==> src/rtl/uart_pkg.sv <==
// Shared types and helpers for the MMIO UART transmitter.
package uart_pkg;

  localparam int UART_DATA_BITS = 8;

  typedef enum logic [2:0] {
    IDLE,
    START,
    DATA,
    PARITY,
    STOP
  } tx_state_t;

  function automatic int clks_per_bit(input int clk_freq, input int baud);
    return clk_freq / baud;
  endfunction

endpackage

==> src/rtl/uart_tx_fifo.sv <==
// Synchronous byte FIFO; pointers carry one extra wrap bit so full and empty
// are told apart without a separate count.
module uart_tx_fifo #(
  parameter int DEPTH = 16
) (
  input  logic       clk,
  input  logic       rst_n,
  input  logic       push,
  input  logic       pop,
  input  logic [7:0] din,
  output logic [7:0] dout,
  output logic       full,
  output logic       empty
);
  localparam int AW = (DEPTH < 2) ? 1 : $clog2(DEPTH);

  if (DEPTH < 2 || (DEPTH & (DEPTH - 1)) != 0) begin : g_bad_depth
    $error("uart_tx_fifo: DEPTH must be a power of two >= 2");
  end

  logic [AW:0] wr_q, rd_q;
  logic [7:0]  mem_q [DEPTH];

  always_ff @(posedge clk or negedge rst_n) begin
    if (!rst_n) begin
      wr_q <= '0;
      rd_q <= '0;
    end else begin
      if (push) wr_q <= wr_q + 1'b1;
      if (pop)  rd_q <= rd_q + 1'b1;
    end
  end

  // Push into a full FIFO only happens alongside a pop: the slot being
  // overwritten is the head, which dout has already presented this cycle.
  always_ff @(posedge clk) begin
    if (push) mem_q[wr_q[AW-1:0]] <= din;
  end

  assign dout  = mem_q[rd_q[AW-1:0]];
  assign empty = (wr_q == rd_q);
  assign full  = (wr_q[AW] != rd_q[AW]) && (wr_q[AW-1:0] == rd_q[AW-1:0]);

endmodule

==> src/rtl/uart_mmio_tx.sv <==
// MMIO UART transmitter: FIFO-buffered 8N1 serialiser, 8E1 when
// UART_TX_PARITY_EN is defined.
module uart_mmio_tx
  import uart_pkg::*;
#(
  parameter int CLK_FREQ   = 100_000_000,
  parameter int BAUD       = 115_200,
  parameter int FIFO_DEPTH = 16
) (
  input  logic        clk,
  input  logic        Rst_n,
  input  logic        mmio_wea,
  input  logic [31:0] mmio_dat,
  output logic        mmio_read,
  output logic        tx,
  output logic        tx_busy,
  output logic        tx_IRQ,
  output logic        tx_ovf
);
  localparam int CPB = clks_per_bit(CLK_FREQ, BAUD);
  localparam int CW  = (CPB < 2) ? 1 : $clog2(CPB);
  localparam logic [CW-1:0] CNT_LAST = CW'(CPB - 1);
  localparam logic [2:0]    IDX_LAST = 3'(UART_DATA_BITS - 1);

  if (CPB < 2) begin : g_bad_baud
    $error("uart_mmio_tx: CLK_FREQ/BAUD must be at least 2");
  end

  tx_state_t                 state_q;
  logic [CW-1:0]             cnt_q;
  logic [2:0]                idx_q;
  logic [UART_DATA_BITS-1:0] sh_q;
  logic                      tx_q, ovf_q;
`ifdef UART_TX_PARITY_EN
  logic                      par_q;
`endif

  logic       fifo_full, fifo_empty, bit_end, pop, push;
  logic [7:0] fifo_dout;
  logic       unused_dat;

  assign unused_dat = ^mmio_dat[31:8];
  assign bit_end    = (cnt_q == CNT_LAST);
  // Pop from IDLE, or straight out of STOP so consecutive frames abut.
  assign pop  = !fifo_empty && (state_q == IDLE || (state_q == STOP && bit_end));
  assign push = mmio_wea && (!fifo_full || pop);

  uart_tx_fifo #(.DEPTH(FIFO_DEPTH)) u_fifo (
    .clk   (clk),
    .rst_n (Rst_n),
    .push  (push),
    .pop   (pop),
    .din   (mmio_dat[7:0]),
    .dout  (fifo_dout),
    .full  (fifo_full),
    .empty (fifo_empty)
  );

  always_ff @(posedge clk or negedge Rst_n) begin
    if (!Rst_n) begin
      state_q <= IDLE;
      cnt_q   <= '0;
      idx_q   <= '0;
      sh_q    <= '0;
      tx_q    <= 1'b1;
      ovf_q   <= 1'b0;
`ifdef UART_TX_PARITY_EN
      par_q   <= 1'b0;
`endif
    end else begin
      ovf_q <= mmio_wea && fifo_full && !pop;
      cnt_q <= (state_q == IDLE || bit_end) ? '0 : cnt_q + 1'b1;
      if (pop) begin
        sh_q    <= fifo_dout;
        tx_q    <= 1'b0;
        state_q <= START;
`ifdef UART_TX_PARITY_EN
        par_q   <= ^fifo_dout;
`endif
      end else begin
        case (state_q)
          START: if (bit_end) begin
            state_q <= DATA;
            idx_q   <= '0;
            tx_q    <= sh_q[0];
          end
          DATA: if (bit_end) begin
            if (idx_q == IDX_LAST) begin
`ifdef UART_TX_PARITY_EN
              state_q <= PARITY;
              tx_q    <= par_q;
`else
              state_q <= STOP;
              tx_q    <= 1'b1;
`endif
            end else begin
              sh_q  <= sh_q >> 1;
              tx_q  <= sh_q[1];
              idx_q <= idx_q + 3'd1;
            end
          end
`ifdef UART_TX_PARITY_EN
          PARITY: if (bit_end) begin
            state_q <= STOP;
            tx_q    <= 1'b1;
          end
`endif
          STOP: if (bit_end) begin
            state_q <= IDLE;
            tx_q    <= 1'b1;
          end
          default: begin
            state_q <= IDLE;
            tx_q    <= 1'b1;
          end
        endcase
      end
    end
  end

  assign tx        = tx_q;
  assign tx_ovf    = ovf_q;
  assign tx_busy   = (state_q != IDLE);
  assign tx_IRQ    = fifo_empty && (state_q == IDLE);
  assign mmio_read = !fifo_full;

endmodule
==> config.mk <==
export PLATFORM = sky130hd
export DESIGN_NAME = uart_mmio_tx
export DESIGN_NICKNAME = d
export VERILOG_FILES = /design/src/rtl/uart_pkg.sv /design/src/rtl/uart_tx_fifo.sv /design/src/rtl/uart_mmio_tx.sv
export SDC_FILE = /design/constraint.sdc
export NUM_CORES = 1
export LEC_CHECK = 0
export CAP_MARGIN = 20
export CORE_MARGIN = 1
export CORE_UTILIZATION = 55
export DETAILED_ROUTE_END_ITERATION = 7
export GPL_ROUTABILITY_DRIVEN = 1
export HOLD_SLACK_MARGIN = 0.08
export PLACE_DENSITY = 0.83
export RECOVER_POWER = 100
export SETUP_SLACK_MARGIN = 0.4
export SLEW_MARGIN = 5
export SYNTH_ARGS = -nofsm -noshare
export SYNTH_HDL_FRONTEND = slang
export SYNTH_SLANG_ARGS = --single-unit
==> constraint.sdc <==
create_clock -name clk -period 3.05 [get_ports clk]
set_input_delay 0.7625 -clock clk [delete_from_list [all_inputs] [get_ports clk]]
set_output_delay 0.7625 -clock clk [all_outputs]
set_load 0.1 [all_outputs]
After elaboration in Yosys (flattened, before gate mapping)
Memories as Yosys holds them, arrays and structs flattened. Cells that the tools add are included.

Add/sub/neg operators: 4. Equal/unequal tests: 16. Multiplexer cells: 22. Bitwise gates (word level): 1. Reduce and logical (&&, ||, !) cells: 22.

Operator list (count): $mux 8 (4); $mux 3 (7); $ne 3x3->1 const B (4); $add 10x1->10 const B (1); $add 5x1->5 const B (2); $eq 10x10->1 const B (1); $mux 10 (1); $pmux 3 s3 (1); $ne 2x2->1 const B (4); $logic_and 1x1->1 (7); $mux 1 (7); $eq 3x3->1 const B (2); $pmux 3 s2 (1); $reduce_and 3->1 (2); $reduce_bool 2->1 (3); $eq 5x5->1 (1); $reduce_and 5->1 (1); $eq 4x4->1 (1); $reduce_and 4->1 (1); $add 3x1->3 const B (1); $eq 3x1->1 const B (1); $eq 3x2->1 const B (1); $logic_not 1->1 (3); $logic_not 3->1 (1); other kinds (5) (7).

Register bits after elaboration: 36. Memory bits (writable): 128. Input bits: 35. Output and inout bits: 5. Word-level logic and storage cells: 74. Memories: 1.

Memory list: u_fifo.mem_q (words 16, width 8, read ports 1, clocked after memory_dff 0, wr ports 1, RTL line uart_tx_fifo.sv:22) `logic [7:0] mem_q [DEPTH];`.

Logic depth before layout (Yosys ltp)
Depth after elaboration: 8. Depth in mapped cells: 7. Gate-level depth less buffers: 6.

By module
From an unflattened synthesis, not the netlist that was laid out.

Cell total of the unflattened synthesis: 411. Area, all modules: 7044.3 um^2.

Modules (own cells, without submodules): uart_tx_fifo (instances 1, cells an instance 285, area an instance 5597.9 um^2, sequential area each 4093.9 um^2); uart_mmio_tx (instances 1, cells an instance 126, area an instance 1446.4 um^2, sequential area each 651.9 um^2).

Least setup slack after synthesis
OpenSTA, ideal clock, no wires.

Path type: flip-flop to output port. Start point: register state_q[0]. End point: output tx_IRQ. Arrival time: 2947 ps. Data required time: 2288 ps. Slack: -659 ps. Stages on the path, launching flop included: 6. Path buffers: 1. Cell sequence: dfrtp_1 -> buf_2 -> or2_2 -> nor2_1 -> inv_1 -> nor2_1.

Cells in the longest elaborated chain, start to end: 2.

RTL lines: start, declared (RTL line uart_mmio_tx.sv:29) `tx_state_t state_q;`; start signal, assigned (RTL line uart_mmio_tx.sv:61) `state_q <= IDLE;`; start signal, assigned (RTL line uart_mmio_tx.sv:76) `state_q <= START;`; start signal, assigned (RTL line uart_mmio_tx.sv:83) `state_q <= DATA;`; $logic_not 3->1 (RTL line uart_mmio_tx.sv:124) `assign tx_IRQ = fifo_empty && (state_q == IDLE);`; $logic_and 1x1->1 (RTL line uart_mmio_tx.sv:124); end, declared (RTL line uart_mmio_tx.sv:17) `output logic tx_IRQ,`.

No other way between the ends.

Worst setup path in the final report
Start point: register u_fifo.wr_q[1]. End point: output mmio_read.

Cells in the longest elaborated chain, start to end: 3.

RTL lines: start, declared (RTL line uart_tx_fifo.sv:21) `logic [AW:0] wr_q, rd_q;`; start signal, assigned (RTL line uart_tx_fifo.sv:29) `if (push) wr_q <= wr_q + 1'b1;`; $eq 4x4->1 (RTL line uart_tx_fifo.sv:42) `assign full = (wr_q[AW] != rd_q[AW]) && (wr_q[AW-1:0] == rd_q[AW-1:0]);`; $logic_and 1x1->1 (RTL line uart_tx_fifo.sv:42); $logic_not 1->1 (RTL line uart_mmio_tx.sv:125) `assign mmio_read = !fifo_full;`; end, declared (RTL line uart_mmio_tx.sv:14) `output logic mmio_read,`.

No other way between the ends.

==> results.sh <==
export IMPL_antenna_found_initial=0
export IMPL_place_congestion=0.786
export IMPL_ant_nets=0
export IMPL_synthFlopType="edfxtp_1"
export IMPL_p_per_area_mw_per_mm2=756
export IMPL_synth_cell_types=46
export IMPL_num_rows=40
export IMPL_clockBufferDepth=2
export IMPL_die_height_um=113
export IMPL_p_leak_nw=2.70
export IMPL_cts_tree="yes"
export IMPL_ys_ff_latch=164
export IMPL_wirelength_um=13200
export IMPL_setup_violations=0
export IMPL_instances_no_fill=604
export IMPL_die_area_mm2=0.0128
export IMPL_num_antenna_cells=0
export IMPL_relSlewSlack=-0.256
export IMPL_gr_total_overflow=0
export IMPL_synth_cells=404
export IMPL_vias=3731
export IMPL_holdWs_ps=488
export IMPL_post_place_ws_ps=124
export IMPL_syn_area_mm2=0.00678
export IMPL_final_nets=489
export IMPL_hp_class="reg2reg"
export IMPL_crit_path_end_kind="output port"
export IMPL_grt_use_met1=0.277
export IMPL_cts_sinks=164
export IMPL_fin_skew_ps=9.14
export IMPL_start_kind="register"
export IMPL_maxCapViolCount=1
export IMPL_core_area_mm2=0.0120
export IMPL_synth_most_common_cell="edfxtp_1"
export IMPL_tns_ps=0
export IMPL_path_max_fanout=3
export IMPL_failed_checks="capacitance limit, slew limit"
export IMPL_synth_async_sr_flop_share=0.220
export IMPL_hold_end="u_fifo.rd_q[4]"
export IMPL_power_mw=5.84
export IMPL_hold_violations=0
export IMPL_synth_area_leaders="edfxtp_1 (57%), dfrtp_1 (13%), mux4_2 (11%)"
export IMPL_final_layout_size_suffix_gt1_frac=0.225
export IMPL_r2r_start="u_fifo.wr_q[1]"
export IMPL_rsz0062_at_grt="yes"
export IMPL_use_met3=0.0627
export IMPL_synth_common_cells="edfxtp_1 (128), dfrtp_1 (35), nand2_1 (33), mux4_2 (32), nor2_1 (25)"
export IMPL_min_delay_start="u_fifo.rd_q[4]"
export IMPL_yosysTopAreaCell="edfxtp_1"
export IMPL_portBuffers=15
export IMPL_crit_type="reg2out"
export IMPL_period_needed_ps=2720
export IMPL_grt_met2_usage=0.382
export IMPL_viasPerCell=6.18
export IMPL_r2r_cells=8
export IMPL_ys_seq_area_frac=0.700
export IMPL_arrival_ps=1960
export IMPL_drtIter0Drc=323
export IMPL_path_clk_slew_ps=60
export IMPL_nFillCells=817
export IMPL_dr_pass1_iters=5
export IMPL_cts_root_buf="clkbuf_16"
export IMPL_placed_cells=566
export IMPL_synth_nets=447
export IMPL_area_growth_pct=14.1
export IMPL_initial_utilization=0.564
export IMPL_hold_depth=1
export IMPL_peakVddDrop_v=0.000536
export IMPL_period_share=0.893
export IMPL_clk_latency_ps=430
export IMPL_yosysTopAreaCellShare=0.567
export IMPL_synth_edf_count=128
export IMPL_max_freq_mhz=367
export IMPL_grt_pass1_vias=3703
export IMPL_r2r_end="u_fifo.mem_q[11][2]"
export IMPL_avgRoutedWirePerCell_um=21.9
export IMPL_grt_total_usage=0.227
export IMPL_worst_pin_slew_ps=1880
export IMPL_cp_required_ps=2290
export IMPL_grt_busiest_layer="met2"
export IMPL_synth_area_per_cell_um2=16.8
export IMPL_grt_pass1_wl_um=20300
export IMPL_die_w_um=113
export IMPL_cts_made_buffers=17
export IMPL_hpwlAfterDp_um=7990
export IMPL_outcome="finished, violations left"
export IMPL_num_io_pins=40
export IMPL_drv_slew=37
export IMPL_drc=0
export IMPL_htree_levels=4
export IMPL_setup_ws_ps=327
export IMPL_grt_max_degree=37
export IMPL_reg2reg_slack_ps=370
export IMPL_ys_warn_count=0
## layer usage
metal  vias to the layer above  share of wire
met5                         -              0
met4                         0          0.028
met3                        30          0.055
met2                       137           0.52
met1                      1914           0.39
li1                       1650              -
## metrics by stage
step,util,cell area (um2)
global placement,0.598,7190
floorplan,-,6800
detailed placement,0.599,7200
global route,0.644,7730
finish,0.644,7730
CTS,0.647,7770
## cell usage in the layout (no fill, tap or decap), types with 8 or more instances in the layout
| cell type | Yosys | layout |
|---|---|---|
| clkbuf_1 | 6 | 15 |
| nor3_1 | 13 | 14 |
| nand2_1 | 33 | 32 |
| nor2_1 | 25 | 23 |
| buf_4 | 1 | 14 |
| xnor2_1 | 9 | 9 |
| dfrtp_1 | 35 | 28 |
| dlygate4sd3_1 | 0 | 8 |
| a22oi_1 | 16 | 16 |
| edfxtp_1 | 128 | 128 |
| mux4_2 | 32 | 32 |
| nand3_1 | 9 | 9 |
| clkbuf_16 | 0 | 17 |
| ha_1 | 8 | 8 |
| xor2_1 | 13 | 13 |
## flip-flops by register name, indices dropped and copies added (netlist names)
| name | cells |
|---|---|
| tx | 1 |
| idx_q | 3 |
| u_fifo.rd_q | 5 |
| u_fifo.wr_q | 5 |
| sh_q | 8 |
| cnt_q | 10 |
| u_fifo.mem_q | 128 |
| tx_ovf | 1 |
| state_q | 3 |
## power breakdown
part / internal (mW) / switching, mW
clock network: 1.19 / 0.848
registers: 2.69 / 0.135
logic: 0.410 / 0.564
## worst max-delay path, stage by stage, from the launching register on
cell and delay (ps):
dfrtp_2 410, xor2_1 190, nor4_4 340, buf_4 190
nand2b_4 50, clkbuf_2 360
## area by class of cell
type                       instances  area [um2]  share of cell area
clock buffer                      17         425              0.0550
clock inverter                    13         133              0.0172
inverter                           7        30.0             0.00388
multi-input combinational        212        1910               0.247
sequential                       164        4750               0.615
tap                              147         184              0.0238
timing repair buffer              44         297              0.0384
## logic make-up (layout without fill, tap and decap cells)
family                     Yosys count  in the layout  share of synthesized area
muxes                               34             34                      0.110
AOI/OAI and AO/OA                   38             38                     0.0404
and+or+nand+nor                    110            110                     0.0883
buffers and inverters               28             81                     0.0181
xor gates and xnor gates            22             22                     0.0284
adders and majority gates            8              8                     0.0148
DFF                                164            164                      0.700
## worst max-delay path by stage
stage	from	end	slack, ps	cells after the start
3_3_place_gp	mmio_wea	u_fifo.mem_q[10][2]	210	3
4_1_cts	u_fifo.wr_q[2]	tx_IRQ	290	5
2_1_floorplan	state_q[0]	tx_IRQ	250	5
3_5_place_dp	mmio_wea	u_fifo.mem_q[6][4]	120	3
6_report	u_fifo.wr_q[1]	mmio_read	330	5
5_1_grt	u_fifo.wr_q[1]	u_fifo.mem_q[3][0]	190	8
## repair_timing
action                     CTS  global route
setup endpoints to repair    9            25
gates resized for setup      3             8
hold buffers                 0             0
pin swaps                    1             1
buffers inserted             1             7
Power figures use the tool's default switching activity.
